===== src/rtl/bit_position_serializer_pkg.sv =====
// Shared types and width helpers for the set-bit serializer and its index consumers.
package bit_pos_pkg;

  typedef enum logic {
    IDLE,
    EMIT
  } state_t;

  function automatic int pos_w(input int width);
    return (width > 1) ? $clog2(width) : 1;
  endfunction

  // One extra code point so an all-ones word can report a count of WIDTH.
  function automatic int cnt_w(input int width);
    return $clog2(width + 1);
  endfunction

endpackage


===== src/rtl/lowest_set_bit_finder.sv =====
// Combinational search for the lowest set bit of a word, plus a single-bit-set flag.
module lowest_set_bit_finder
  import bit_pos_pkg::*;
#(
  parameter  int WIDTH = 24,
  localparam int POS_W = pos_w(WIDTH)
) (
  input  logic [WIDTH-1:0] vec,
  output logic             found,
  output logic [POS_W-1:0] index,
  output logic [WIDTH-1:0] one_hot,
  output logic             is_single
);

  // Scanning downward lets the lowest set bit win the final assignment.
  always_comb begin
    index = '0;
    for (int i = WIDTH - 1; i >= 0; i--) begin
      if (vec[i]) begin
        index = POS_W'(i);
      end
    end
  end

  assign found     = |vec;
  assign one_hot   = vec & (~vec + WIDTH'(1));
  assign is_single = found && ((vec & (vec - WIDTH'(1))) == '0);

endmodule


===== src/rtl/bit_position_serializer.sv =====
// Expands an accepted word into one beat per set-bit index (lowest first), with last/empty flags and popcount.
module bit_position_serializer
  import bit_pos_pkg::*;
#(
  parameter  int WIDTH = 24,
  localparam int POS_W = pos_w(WIDTH),
  localparam int CNT_W = cnt_w(WIDTH)
) (
  input  logic             clk_i,
  input  logic             arst_n_i,
  input  logic [WIDTH-1:0] data_i,
  input  logic             data_val_i,
  output logic             data_rdy_o,
  output logic [POS_W-1:0] pos_o,
  output logic             pos_val_o,
  input  logic             pos_rdy_i,
  output logic             pos_last_o,
  output logic             pos_empty_o,
  output logic [CNT_W-1:0] cnt_o
);

  state_t           state;
  logic [WIDTH-1:0] shadow;
  logic [WIDTH-1:0] cur_one_hot;
  logic [WIDTH-1:0] shadow_next;
  logic [CNT_W-1:0] pop_cnt;
  logic             accept;
  logic             beat_hs;
  logic             nxt_found;
  logic [POS_W-1:0] nxt_index;
  logic [WIDTH-1:0] nxt_one_hot;
  logic             nxt_single;

  assign beat_hs    = pos_val_o && pos_rdy_i;
  assign data_rdy_o = (state == IDLE) || (pos_val_o && pos_last_o && pos_rdy_i);
  assign accept     = data_val_i && data_rdy_o;

  // The finder looks at the word as it will be after this edge, so outputs can stay registered.
  assign shadow_next = accept ? data_i : (shadow & ~cur_one_hot);

  always_comb begin
    pop_cnt = '0;
    for (int i = 0; i < WIDTH; i++) begin
      pop_cnt = pop_cnt + CNT_W'(data_i[i]);
    end
  end

  lowest_set_bit_finder #(
    .WIDTH(WIDTH)
  ) u_finder (
    .vec      (shadow_next),
    .found    (nxt_found),
    .index    (nxt_index),
    .one_hot  (nxt_one_hot),
    .is_single(nxt_single)
  );

  always_ff @(posedge clk_i or negedge arst_n_i) begin
    if (!arst_n_i) begin
      state       <= IDLE;
      shadow      <= '0;
      cur_one_hot <= '0;
      pos_val_o   <= 1'b0;
      pos_o       <= '0;
      pos_last_o  <= 1'b0;
      pos_empty_o <= 1'b0;
      cnt_o       <= '0;
    end else if (accept) begin
      state       <= EMIT;
      shadow      <= shadow_next;
      cur_one_hot <= nxt_one_hot;
      pos_val_o   <= 1'b1;
      pos_o       <= nxt_index;
      pos_last_o  <= nxt_single || !nxt_found;
      pos_empty_o <= !nxt_found;
      cnt_o       <= pop_cnt;
    end else if (beat_hs) begin
      if (pos_last_o) begin
        state       <= IDLE;
        shadow      <= '0;
        cur_one_hot <= '0;
        pos_val_o   <= 1'b0;
        pos_o       <= '0;
        pos_last_o  <= 1'b0;
        pos_empty_o <= 1'b0;
        cnt_o       <= '0;
      end else begin
        shadow      <= shadow_next;
        cur_one_hot <= nxt_one_hot;
        pos_o       <= nxt_index;
        pos_last_o  <= nxt_single;
      end
    end
  end

endmodule


===== config.mk =====
export PLATFORM = sky130hd
export DESIGN_NAME = bit_position_serializer
export DESIGN_NICKNAME = d
export VERILOG_FILES = /design/src/rtl/bit_position_serializer_pkg.sv /design/src/rtl/lowest_set_bit_finder.sv /design/src/rtl/bit_position_serializer.sv
export SDC_FILE = /design/constraint.sdc
export NUM_CORES = 1
export LEC_CHECK = 0
export CORE_MARGIN = 8
export CORE_UTILIZATION = 50
export CTS_CLUSTER_DIAMETER = 200
export DETAILED_ROUTE_END_ITERATION = 16
export PLACE_DENSITY_LB_ADDON = 0.08
export SYNTH_ARGS = -nofsm -noshare
export SYNTH_HDL_FRONTEND = slang
export SYNTH_SLANG_ARGS = --single-unit

===== constraint.sdc =====
create_clock -name clk_i -period 2.85 [get_ports clk_i]
set_clock_uncertainty 0.1 [all_clocks]
set_input_delay 0.285 -clock clk_i [delete_from_list [all_inputs] [get_ports clk_i]]
set_output_delay 0.285 -clock clk_i [all_outputs]
set_load 0.005 [all_outputs]

# Word level (Yosys, flattened, before mapping)
# Index checks and enable logic that the tools add are counted.
[totals]
word_cells = 95
reg_bits = 61
[classes]
n_mux = 44
bitwise_logic = 6
add_sub_neg = 25
n_reduce_logical = 13
[op_table]
columns = ["op", "count"]
rows = [
  ["two-way mux 24 bit", 7],
  ["two-way mux 5 bit", 30],
  ["adder 5 x 1 -> 5 bit", 19],
  ["AND 24 bit", 3],
  ["NOT 24 bit", 2],
  ["adder 24 x 1 -> 24 bit (second input constant)", 1],
  ["logical NOT 24 bit", 1],
  ["OR reduction 24 bit", 1],
  ["subtractor 24 x 1 -> 24 bit (second input constant)", 1],
  ["two-way mux 1 bit", 7],
  ["adder 4 x 1 -> 5 bit", 1],
  ["logical AND 1 bit", 5],
  ["adder 3 x 1 -> 4 bit", 1],
  ["nonzero test 2 bit", 2],
  ["adder 2 x 1 -> 3 bit", 1],
  ["adder 1 x 1 -> 2 bit", 1],
  ["logical OR 1 bit", 2],
  ["AND reduction 2 bit", 1],
  ["logical NOT 1 bit", 1],
  ["NOT 1 bit", 1],
]

# Longest topological paths before layout
[depth]
word_depth = 32
ltp_mapped = 14
depth_no_buf = 14

# Modules after synthesis
# From an unflattened synthesis, not the netlist that was laid out.
[unflattened]
hier_cells = 455
area_unflattened_um2 = 4245.3
[by_module_without_submodules]
columns = ["mod", "area_per_inst_um2", "instances", "cells_per_inst"]
rows = [
  ["bit_position_serializer", 3482.1, 1, 330],
  ["lowest_set_bit_finder", 763.2, 1, 125],
]

# Least setup slack after synthesis
# No wires, ideal clock.
[synth_timing]
path_type = "input -> register"
start = "input port data_i[17]"
end = "register cnt_o[4]"
n_path_buf = 0
setup_ns = 0.135
cell_stages = 14
t_arrival_ns = 3.769
path_slack_ns = -1.154
required_time_ns = 2.615
path_cell_list = "fa_1 -> inv_1 -> fa_1 -> inv_1 -> fa_1 -> inv_1 -> fa_1 -> fa_1 -> inv_1 -> ha_1 -> fa_1 -> a21o_1 -> a21oi_1 -> o21ai_0"
[synth_between]
elab_chain_len = 8
[synth_lines]
columns = ["item", "line_no", "text"]
rows = [
  ["start: declaration", "bit_position_serializer.sv:11", "input logic [WIDTH-1:0] data_i,"],
  ["adder 5 x 1 -> 5 bit (7 in a row)", "bit_position_serializer.sv:44", "pop_cnt = pop_cnt + CNT_W'(data_i[i]);"],
  ["two-way mux 5 bit", "bit_position_serializer.sv:68", "end else if (accept) begin"],
  ["end signal: assignment", "bit_position_serializer.sv:76", "cnt_o <= pop_cnt;"],
  ["end: declaration", "bit_position_serializer.sv:19", "output logic [CNT_W-1:0] cnt_o"],
]
# No other way between the ends.
# A chain may end at the register's enable or synchronous reset.

# Worst setup path after layout
[layout_timing]
start = "input port data_i[13]"
end = "register cnt_o[4]"
[layout_between]
elab_chain_len = 12
[layout_lines]
columns = ["item", "line_no"]
rows = [
  ["adder 5 x 1 -> 5 bit (11 in a row)", "bit_position_serializer.sv:44"],
  ["two-way mux 5 bit", "bit_position_serializer.sv:68"],
]
# No other way between the ends.

==> impl_results.md <==
- Main synth FF type: dfrtp_1
- Max H-tree Level: 3
- Fin crit period: 3.79 ns
- Final setup margin: -0.945 ns
- Status: complete, but fails checks
- CP Class: in -> reg
- Total track usage: 0.261
- Fmax: 0.264 GHz
- Final net count: 658
- Drt total wl: 14900 um
- Layout fillers: 701
- Clock sink count: 59
- Hold_ws: 0.00600 ns
- Critical Path RT: 2.98 ns
- Switching Share: 0.408
- Synth Register Bits: 59
- RSZ-0062 raised after global routing: true
- Post-Place Cells: 699
- Synthesized instance count: 488
- Vias per cell: 6.15
- Tcrit/Tclk final: 1.33
- Die Ht: 108 um
- Total iterations of the first detailed-routing run: 5
- Netlist Area Pre-Place: 0.00427 mm^2
- Largest net degree at the start of global routing: 60
- CP top delay family: adder cells
- Initial core utilization: 0.517
- Max-slew headroom: 0.471
- Gate power share: 0.569
- CP Capture Type: flop
- Routed length per placed instance: 20.8 um
- Synth Warn #: 0
- Routed vias: 4403
- Finished Layout Cells: 716
- Register area share after synthesis: 0.346
- Clock Path Buffers: 2
- Max Cap Viol: 0
- Final hold violations: 0
- Switching pwr: 0.00174 W
- Global route total overflow: 0
- RePlAce Congestion: 0.986
- CTS Buf Count: 9
- Row Count: 33
- Post-route DRC: 0
- Pwr/cell area: 760 mW/mm^2
- CTS tree: built
- Ports: 42
- EDFF count, synth: 0
- Worst vdd ir: 0.389 mV
- Violated checks: setup timing
- Number of global-route vias before repair: 4477
- DIE WIDTH: 108 um
- Layout Utilization: 0.679
- Count of cell types in the netlist: 59
- Post-place setup slack: -1.79 ns
- LEAKAGE: 2.61 nW
- Critical path buffers and inverters: 3
- Syn-to-layout area delta: 31.3%
- Initial antenna violation count: 0
- ANT cells: 0
- TNS Setup: -4.09 ns
- Max FO, Critical Path: 2
- Worst path cell trace: buf_2 -> fa_1 -> fa_2 -> inv_2 -> fa_2 -> fa_2 -> fa_1 -> inv_2 -> ha_4 -> fa_2 -> a21o_1 -> a21oi_1 -> o21ai_1
- Insertion delay to the later sink of the worst-skew pair: 0.35 ns
- Final ANT Viol Nets: 0
- Pint: 0.00252 W
- R2R Path Start: state$_DFFE_PN0P_
- Max incr delay on CP: 0.55 ns
- WP data arrival: 3.93 ns
- Worst Hold Class: in -> async
- Root Driver: clkbuf_8
- Reg power frac: 0.266
- Post-DP HPWL: 11300 um
- CP dominant cell by count: fa_2
- Tightest Pin Transition: 0.785 ns
- Setup violations, final: 5
- Crit path launch type: primary input
- PortBufs: 41
- Ys async rst share: 1.00
- Post-Syn Area per Cell: 8.75 um^2
- Initial DRC Count: 234
- Syn_nets: 539
- Global-route wire length before repair: 23900 um
- Clock power frac: 0.166
- Die area: 0.0118 mm^2
- Slowest CP cell: fa_2
- Reg clk slew, reported paths: 0.07 ns
- Worst setup path startpoint: data_i[13]
- Share of layout cells above drive strength 1: 0.250
- Fin. max-slew vios: 0
- Hold_buf cts: 0
- Core ar.: 0.00826 mm^2
cell usage after synthesis, types with 6 or more instances:
library cell | count | area share
a211oi_1 | 8 | 0.014
a21o_1 | 9 | 0.016
a21oi_1 | 33 | 0.039
a22o_1 | 12 | 0.025
a22oi_1 | 12 | 0.021
clkbuf_1 | 14 | 0.012
dfrtp_1 | 59 | 0.35
fa_1 | 17 | 0.080
ha_1 | 6 | 0.018
inv_1 | 25 | 0.022
mux2_2 | 6 | 0.016
mux2i_1 | 8 | 0.019
nand2_1 | 58 | 0.051
nand2b_1 | 11 | 0.016
nand3_1 | 9 | 0.011
nor2_1 | 43 | 0.038
nor2b_1 | 21 | 0.031
nor3_1 | 9 | 0.011
nor4_1 | 8 | 0.012
o21ai_0 | 29 | 0.034
o31ai_1 | 10 | 0.018
o41ai_1 | 6 | 0.012
path summary, 6_finish.rpt:
| kind | end | slack [ns] | depth (start not counted) |
|---|---|---|---|
| worst max-delay path | cnt_o[4]$_DFFE_PN0P_ | -0.94 | 13 |
| worst min-delay path | shadow[3]$_DFFE_PN0P_ | 0.006 | 2 |
| worst max register to register | pos_last_o$_DFFE_PN0P_ | 0.13 | 9 |
| worst min register to register | shadow[23]$_DFFE_PN0P_ | 0.37 | 1 |
| min in group clk_i | shadow[11]$_DFFE_PN0P_ | 0.21 | 3 |
| max in group asynchronous | state$_DFFE_PN0P_ | 2.11 | 2 |
stage by stage:
| step | area, um^2 | power, W |
|---|---|---|
| floorplan | 4290 | 0.00249 |
| global placement | 5420 | 0.00330 |
| detailed placement | 5420 | 0.00336 |
| CTS | 5570 | 0.00413 |
| global route | 5610 | 0.00454 |
| finish | 5610 | 0.00426 |
cell usage in the layout, fill, tap and decap left out, types with 6 or more instances in the layout:
master           count
a211oi_1             8
a21o_1               9
a21oi_1             32
a22o_1              12
a22oi_1             12
buf_2                6
buf_4               86
clkbuf_8            10
clkdlybuf4s50_1     27
dfrtp_1             58
fa_1                11
fa_2                 6
inv_1               14
inv_2               12
mux2_2               6
mux2i_1              8
nand2_1             58
nand2b_1            11
nand3_1              9
nor2_1              42
nor2b_1             21
nor3_1               9
nor4_1               8
o21ai_0             26
o31ai_1             10
o41ai_1              6
metal layers:
metal / GRT usage / part of all wire / routed length (um) / vias up
met2: 0.427 / 0.47 / 7000 / 205
met1: 0.338 / 0.43 / 6460 / 2148
met4: 0.102 / 0.023 / 348 / 0
met3: 0.0428 / 0.071 / 1060 / 29
li1: - / - / - / 2021
met5: 0 / 0 / 0 / -
cell type report:
cell class	instances	area, um^2	area share
clock buffers	10	138	0.0245
clock inverters	5	30.0	0.00535
inverters	26	97.6	0.0174
multi-input cells	382	2690	0.479
flip-flops and latches	59	1480	0.263
well taps	105	131	0.0234
repair buffers	129	1050	0.187
worst reg2reg max path, cell delays in order, from the launching register on:
cell	delay, ns
dfrtp_2	0.42
a21boi_4	0.23
inv_2	0.15
nand2_1	0.12
buf_4	0.19
mux2_1	0.45
maj3_1	0.38
o22ai_1	0.21
nand4_1	0.21
o21ai_1	0.17
flip-flops by register name, summed over array words and instances (netlist names):
name         flops
shadow          23
state            1
cnt_o            5
pos_last_o       1
cur_one_hot     23
pos_empty_o      1
pos_o            5
power groups by stage:
stage	Combinational [W]	Clock, W	Sequential [W]
6_report	0.00242	0.000706	0.00113
5_1_grt	0.00264	0.000743	0.00115
4_1_cts	0.00229	0.000710	0.00113
3_5_place_dp	0.00222	0	0.00114
3_3_place_gp	0.00217	0	0.00113
2_1_floorplan	0.00137	0	0.00112
timing repair:
item	4_1_cts	5_1_grt
pin swaps	15	21
endpoints found under the setup margin	5	6
buffers inserted	0	2
gates resized for setup	47	28
endpoints found under the hold margin	0	0
logic make-up (layout without fill, tap and decap cells):
logic type,after synthesis,after routing,synth area share
AOI/OAI and AO/OA,155,155,0.253
xor gates and xnor gates,2,2,0.00410
adders and majority gates,28,28,0.109
buffers and inverters,47,170,0.0428
DFF,59,59,0.346
muxes,15,15,0.0372
and+or+nand+nor,182,182,0.208
Power figures use the tool's default switching activity.
